### src/rtl/xt_kbd_interface_if.sv
// Bundles the keyboard line pins and the port 60h/61h CPU-side signals of the XT keyboard receiver.
interface xt_kbd_interface_if;
    logic       kbd_clk_in;
    logic       kbd_data_in;
    logic       kbd_clk_oe;
    logic       kbd_data_oe;
    logic       cs_n;
    logic       rd_n;
    logic [7:0] d_out;
    logic       d_oe;
    logic       ack;
    logic       clk_en;
    logic       irq;

    // Host side: the keyboard lines, the CPU bus and the port 61h controls.
    modport master (
        output kbd_clk_in, kbd_data_in, cs_n, rd_n, ack, clk_en,
        input  kbd_clk_oe, kbd_data_oe, d_out, d_oe, irq
    );

    // Receiver side.
    modport slave (
        input  kbd_clk_in, kbd_data_in, cs_n, rd_n, ack, clk_en,
        output kbd_clk_oe, kbd_data_oe, d_out, d_oe, irq
    );
endinterface

### src/rtl/xt_kbd_interface.sv
// XT keyboard serial receiver: deserialises one start bit plus 8 data bits (LSB first),
// latches the scancode for port 60h, raises IR1 and holds the data line busy until acknowledged.
module xt_kbd_interface #(
    parameter int unsigned TIMEOUT_CYC = 4096,
    parameter int unsigned SYNC_STAGES = 2
) (
    input  logic            clk,
    input  logic            rst,
    xt_kbd_interface_if.slave bus
);
    localparam int unsigned     TW      = $clog2(TIMEOUT_CYC) + 1;
    localparam logic [TW-1:0]   TO_LAST = TW'(TIMEOUT_CYC - 1);

    typedef enum logic [1:0] {
        S_IDLE,
        S_SHIFT,
        S_FULL,
        S_CLEAR
    } state_t;

    state_t                 r_state;
    state_t                 w_next;
    logic [SYNC_STAGES-1:0] r_clk_sync;
    logic [SYNC_STAGES-1:0] r_data_sync;
    logic                   r_clk_prev;
    logic [2:0]             r_count;
    logic [7:0]             r_shift;
    logic [7:0]             r_code;
    logic [TW-1:0]          r_timeout;
    logic                   r_irq;
    logic                   r_data_oe;
    logic                   r_clk_oe;
    logic                   w_clk_s;
    logic                   w_data_s;
    logic                   w_fall;
    logic                   w_timeout;
    logic                   w_shift;
    logic                   w_load;
    logic                   w_rd;

    assign w_clk_s   = r_clk_sync[SYNC_STAGES-1];
    assign w_data_s  = r_data_sync[SYNC_STAGES-1];
    assign w_fall    = r_clk_prev & ~w_clk_s;
    assign w_timeout = (r_timeout >= TO_LAST) & ~w_fall;
    assign w_rd      = ~bus.cs_n & ~bus.rd_n;

    assign bus.d_oe        = w_rd;
    assign bus.d_out       = w_rd ? r_code : '0;
    assign bus.irq         = r_irq;
    assign bus.kbd_data_oe = r_data_oe;
    assign bus.kbd_clk_oe  = r_clk_oe;

    // Bring the asynchronous keyboard lines into the clk domain and keep the previous synced clock for edge detection.
    always_ff @(posedge clk or posedge rst) begin
        if (rst) begin
            r_clk_sync  <= '0;
            r_data_sync <= '0;
            r_clk_prev  <= 1'b0;
        end else begin
            r_clk_sync  <= {r_clk_sync[SYNC_STAGES-2:0], bus.kbd_clk_in};
            r_data_sync <= {r_data_sync[SYNC_STAGES-2:0], bus.kbd_data_in};
            r_clk_prev  <= w_clk_s;
        end
    end

    // Receiver state register.
    always_ff @(posedge clk or posedge rst) begin
        if (rst) begin
            r_state <= S_IDLE;
        end else begin
            r_state <= w_next;
        end
    end

    // Next-state decode; ack outranks clk_en, and both outrank a keyboard clock fall.
    // clk_en only stops reception, so a completed frame in FULL/CLEAR keeps its irq.
    always_comb begin
        w_next  = r_state;
        w_shift = 1'b0;
        w_load  = 1'b0;
        case (r_state)
            S_IDLE: begin
                if (bus.ack) begin
                    w_next = S_CLEAR;
                end else if (bus.clk_en && w_fall && w_data_s) begin
                    w_next = S_SHIFT;
                end
            end
            S_SHIFT: begin
                if (bus.ack) begin
                    w_next = S_CLEAR;
                end else if (!bus.clk_en) begin
                    w_next = S_IDLE;
                end else if (w_fall) begin
                    w_shift = 1'b1;
                    if (r_count == 3'd7) begin
                        w_load = 1'b1;
                        w_next = S_FULL;
                    end
                end else if (w_timeout) begin
                    w_next = S_IDLE;
                end
            end
            S_FULL: begin
                if (bus.ack) begin
                    w_next = S_CLEAR;
                end
            end
            S_CLEAR: begin
                if (!bus.ack) begin
                    w_next = S_IDLE;
                end
            end
            default: w_next = S_IDLE;
        endcase
    end

    // Shift register, bit count, timeout, scancode latch and the registered line/irq outputs.
    always_ff @(posedge clk or posedge rst) begin
        if (rst) begin
            r_count   <= '0;
            r_shift   <= '0;
            r_code    <= '0;
            r_timeout <= '0;
            r_irq     <= 1'b0;
            r_data_oe <= 1'b0;
            r_clk_oe  <= 1'b1;
        end else begin
            r_clk_oe  <= ~bus.clk_en;
            r_irq     <= (w_next == S_FULL);
            r_data_oe <= (w_next == S_FULL);

            if (w_next != S_SHIFT) begin
                r_count <= '0;
            end else if (w_shift) begin
                r_count <= r_count + 3'd1;
            end

            if (r_state == S_CLEAR) begin
                r_shift <= '0;
            end else if (w_shift) begin
                r_shift <= {w_data_s, r_shift[7:1]};
            end

            if (w_load) begin
                r_code <= {w_data_s, r_shift[7:1]};
            end

            if ((r_state != S_SHIFT) || w_fall) begin
                r_timeout <= '0;
            end else if (r_timeout != '1) begin
                r_timeout <= r_timeout + 1'b1;
            end
        end
    end
endmodule

### src/flat_wrapper.sv
// flat-port wrapper written by rule: the top's interface ports become plain ports
module xt_kbd_interface_flat 
#(
    parameter int unsigned TIMEOUT_CYC = 4096,
    parameter int unsigned SYNC_STAGES = 2
)
  (clk, rst, bus_kbd_clk_in, bus_kbd_data_in, bus_cs_n, bus_rd_n, bus_ack, bus_clk_en, bus_kbd_clk_oe, bus_kbd_data_oe, bus_d_out, bus_d_oe, bus_irq);
  xt_kbd_interface_if bus_i ();
  input  logic clk;
  input  logic rst;
  input wire logic [$bits(bus_i.kbd_clk_in)-1:0] bus_kbd_clk_in;
  input wire logic [$bits(bus_i.kbd_data_in)-1:0] bus_kbd_data_in;
  input wire logic [$bits(bus_i.cs_n)-1:0] bus_cs_n;
  input wire logic [$bits(bus_i.rd_n)-1:0] bus_rd_n;
  input wire logic [$bits(bus_i.ack)-1:0] bus_ack;
  input wire logic [$bits(bus_i.clk_en)-1:0] bus_clk_en;
  output wire logic [$bits(bus_i.kbd_clk_oe)-1:0] bus_kbd_clk_oe;
  output wire logic [$bits(bus_i.kbd_data_oe)-1:0] bus_kbd_data_oe;
  output wire logic [$bits(bus_i.d_out)-1:0] bus_d_out;
  output wire logic [$bits(bus_i.d_oe)-1:0] bus_d_oe;
  output wire logic [$bits(bus_i.irq)-1:0] bus_irq;
  assign bus_i.kbd_clk_in = bus_kbd_clk_in;
  assign bus_i.kbd_data_in = bus_kbd_data_in;
  assign bus_i.cs_n = bus_cs_n;
  assign bus_i.rd_n = bus_rd_n;
  assign bus_i.ack = bus_ack;
  assign bus_i.clk_en = bus_clk_en;
  assign bus_kbd_clk_oe = bus_i.kbd_clk_oe;
  assign bus_kbd_data_oe = bus_i.kbd_data_oe;
  assign bus_d_out = bus_i.d_out;
  assign bus_d_oe = bus_i.d_oe;
  assign bus_irq = bus_i.irq;
  xt_kbd_interface #(.TIMEOUT_CYC(TIMEOUT_CYC), .SYNC_STAGES(SYNC_STAGES)) u_core (.clk(clk), .rst(rst), .bus(bus_i));
endmodule
### config.mk
export PLATFORM = sky130hd
export DESIGN_NAME = xt_kbd_interface_flat
export DESIGN_NICKNAME = d
export VERILOG_FILES = /design/src/rtl/xt_kbd_interface_if.sv /design/src/rtl/xt_kbd_interface.sv /design/src/flat_wrapper.sv
export SDC_FILE = /design/constraint.sdc
export NUM_CORES = 1
export LEC_CHECK = 0
export CAP_MARGIN = 10
export CORE_MARGIN = 1.5
export CORE_UTILIZATION = 30
export DETAILED_ROUTE_END_ITERATION = 16
export SYNTH_ARGS = -nofsm -noshare
export SYNTH_HDL_FRONTEND = slang
export SYNTH_SLANG_ARGS = --single-unit
### constraint.sdc
create_clock -name clk -period 1.96 [get_ports clk]
set_input_delay 0.49 -clock clk [delete_from_list [all_inputs] [get_ports clk]]
set_output_delay 0.49 -clock clk [all_outputs]
set_load 0.05 [all_outputs]
==> flow_summary_export.csv <==
group,metric,value,unit
drt,drc,0,
logic_synthesis,ys_warn_count,0,
sta,fin_skew,5.53,ps
finish,final_common_cell,"dfrtp_1",
finish,diodes,0,
drt,final_antenna_net_count,0,
clock_tree,htreeDepth,2,
min_path,holdPathStages,0,
logic_synthesis,synth-edff-count,0,
critical_path,max_stage_delay,400,ps
clock_tree,clk_pin_slew,80,ps
power_and_ir_drop,peakVddDrop,0.425,mV
min_path,holdCritStartpoint,"u_core.r_clk_sync[0]$_DFF_PP0_",
critical_path,cp.required,2170,ps
logic_synthesis,synth_top_area_share,51.7,%
critical_path,cp_slowest_cell,"dfrtp_1",
clock_tree,numCtsBuffers,5,
critical_path,ff2ff_setup_slack,150,ps
critical_path,reg2reg_to,"u_core.r_count[0]$_DFFE_PP0P_",
floorplan,dieArea,6770,um2
drt,vias,1329,
clock_tree,cts_tree,"done",
place,port_buffers,19,
logic_synthesis,ys_seq_area_share,53.1,%
sta,setup_violations,0,
power_and_ir_drop,p_total,1.69,mW
grt,grtUsageMet3,2.97,%
finish,drive_gt1_share,27.8,%
sta,rsz0062_at_grt,"false",
clock_tree,cts-root-buf,"clkbuf_8",
power_and_ir_drop,leakage,1.13,nW
grt,busiest_layer,"met2",
place,dp_hpwl,2410,um
critical_path,start_kind,"flop",
critical_path,rr_worst_depth,7,
floorplan,ios,20,
drt,vias_per_cell,4.68,
finish,finalInstanceArea,2510,um2
min_path,holdPathEnd,"u_core.r_clk_sync[1]$_DFF_PP0_",
floorplan,initial_core_util,31.5,%
sta,whs,351,ps
floorplan,core-area,5990,um2
grt,gr-usage-all-layers,11.3,%
logic_synthesis,synth_area_per_cell,11.3,um2
sta,fin_crit_sh,92.3,%
grt,gr-total-overflow,0,
finish,fin_nets,219,
grt,grt_pass1_wl,5890,um
sta,fmax,553,MHz
sta,worstMarginPinSlew,527,ps
critical_path,reg2reg_from,"u_core.r_count[0]$_DFFE_PP0P_",
logic_synthesis,syn_inst,167,
floorplan,die_h,82.3,um
grt,antenna_found_initial,0,
power_and_ir_drop,p_per_area,672,nW/um2
grt,grt_max_degree,41,
critical_path,crit_fanout,5,
min_path,hold_class,"flop to flop",
drt,routedWlPerCell,12.1,um
place,dpl_cell_area,2370,um2
sta,relSlewSlack,64.6,%
critical_path,cp.arrival,2020,ps
place,gp_routability_congestion,0.788,
logic_synthesis,syn_nets,178,
logic_synthesis,ys_ff_latch,40,
floorplan,fp.dieW,82.3,um
finish,area_delta_synth_final,33.3,%
job,maxCapViolations,0,
logic_synthesis,async_flop_share,100,%
finish,final_cell_mix,"dfrtp_1 (39), buf_4 (20), nand2_1 (16)",
finish,fill_cells,552,
drt,drt-initial-drc-count,35,
logic_synthesis,synth_top_area_cell,"dfrtp_1",
clock_tree,clkLatencyLatePin,290,ps
clock_tree,cts_sinks,40,
sta,finalHoldViolCount,0,
logic_synthesis,synth_area,1890,um2
drt,drt_pass1_iterations,4,
floorplan,std_cell_rows,28,
logic_synthesis,synthFlopType,"dfrtp_1",
grt,first_global_vias,1298,
critical_path,cpMostUsedCell,"ha_1",
sta,drv_slew,0,
critical_path,worstPathCellList,"ha_1 > ha_1 > or2b_1 > a211oi_1 > buf_4 > a311oi_4 > nor3b_1",
grt,use_met1,14.4,%
status,status,"finished clean",
logic_synthesis,yosys-top-cells-area,"dfrtp_1 (52%), nand2_1 (3.2%), mux2_1 (3.0%), nor2_1 (3.0%), and2_1 (2.7%)",
grt,met2_usage,18.9,%
clock_tree,cts_buffer_depth,2,
critical_path,worstSetupEndpointType,"flop",
sta,timing.final.crit_period,1810,ps
drt,wl,3430,um
logic_synthesis,ys_types,46,
critical_path,worstSetupPathType,"flop to flop",
[critical path, delay by kind of cell (launching register included)]
family                     cells  cell delay (ps)
adders and majority gates      2              450
AOI/OAI and AO/OA              2              270
DFF                            1              400
buffers and inverters          1              160
and+or+nand+nor                2              450
[power by group]
part / switching, mW / total (mW) / internal, mW
clock: 0.295 / 0.711 / 0.417
combinational: 0.0739 / 0.128 / 0.0541
sequential: 0.0116 / 0.850 / 0.838
[worst max path at each step]
stage                                        startpoint                            end  cells after the start
final                     u_core.r_count[0]$_DFFE_PP0P_  u_core.r_count[0]$_DFFE_PP0P_                      7
after global routing      u_core.r_count[0]$_DFFE_PP0P_  u_core.r_count[0]$_DFFE_PP0P_                      7
after CTS                 u_core.r_count[0]$_DFFE_PP0P_  u_core.r_count[1]$_DFFE_PP0P_                      7
after detailed placement                     bus_clk_en   u_core.r_code[0]$_DFFE_PP0P_                      5
after global placement                       bus_clk_en   u_core.r_code[7]$_DFFE_PP0P_                      5
after floorplan                                bus_rd_n                   bus_d_out[0]                      2
[sequential cells by signal (all words and copies together), names as in the netlist]
name	flops
u_core.r_timeout	13
u_core.r_code	8
u_core.r_shift	7
u_core.r_count	3
u_core.r_clk_sync	2
u_core.r_data_sync	2
u_core.r_state	2
u_core.bus.irq	1
u_core.bus.kbd_clk_oe	1
u_core.r_clk_prev	1
[synthesized netlist by cell type (all sizes together), types with 2 or more instances]
cell and number:
nor2 15, nor3 2, nor3b 3, and4 2, ha 3, dfrtp 39
a311oi 2, xnor2 2, a21oi 3, o21ai 8, a31oi 3, nand3 6
xor2 4, nand3b 2, nand2 18, inv 5, mux2 8, nand4 5
clkbuf 3, and3 2, mux2i 3, or2b 3, o31ai 2, a211oi 3
and2 8
[through the flow]
step	utilization, %	setup slack (ps)	instances	TNS, ps
final	42.0	151	284	0
after detailed placement	39.6	-139	274	-1510
after global routing	42.0	9.19	284	0
after global placement	39.6	-114	274	-1140
after CTS	41.9	158	284	0
after floorplan	-	163	167	0
[final cells by class]
| class | count | area, um2 | share of cell area (%) |
|---|---|---|---|
| timing repair buffer | 37 | 418 | 16.6 |
| clock buffer | 6 | 82.6 | 3.28 |
| sequential | 40 | 1000 | 39.9 |
| clock inverter | 2 | 38.8 | 1.54 |
| multi-input combinational | 119 | 861 | 34.2 |
| tap | 75 | 93.8 | 3.73 |
| inverter | 5 | 18.8 | 0.746 |
[cell families (layout without fill, tap and decap cells)]
logic type | count (synthesis) | after routing | synth area share (%)
and+or+nand+nor | 73 | 74 | 23.7
xor gates and xnor gates | 6 | 6 | 2.79
muxes | 11 | 11 | 6.37
adders and majority gates | 3 | 3 | 1.99
buffers and inverters | 9 | 50 | 2.52
AOI/OAI and AO/OA | 25 | 25 | 9.55
DFF | 40 | 40 | 53.1
[what timing repair did]
action | in CTS | in global routing
endpoints found under the setup margin | 8 | 1
setup buffers | 1 | 0
pin swaps | 2 | 0
cloned | 1 | 0
hold buffers | 0 | 0
gates resized for setup | 3 | 1
[routing by layer]
layer | wire length [um] | vias up | part of all wire (%)
met5 | 0 | - | 0
met4 | 34 | 0 | 0.99
met3 | 122 | 7 | 3.6
met2 | 1630 | 21 | 48
met1 | 1640 | 626 | 48
li1 | - | 675 | -
No activity file was read; power rests on OpenSTA's default activity.
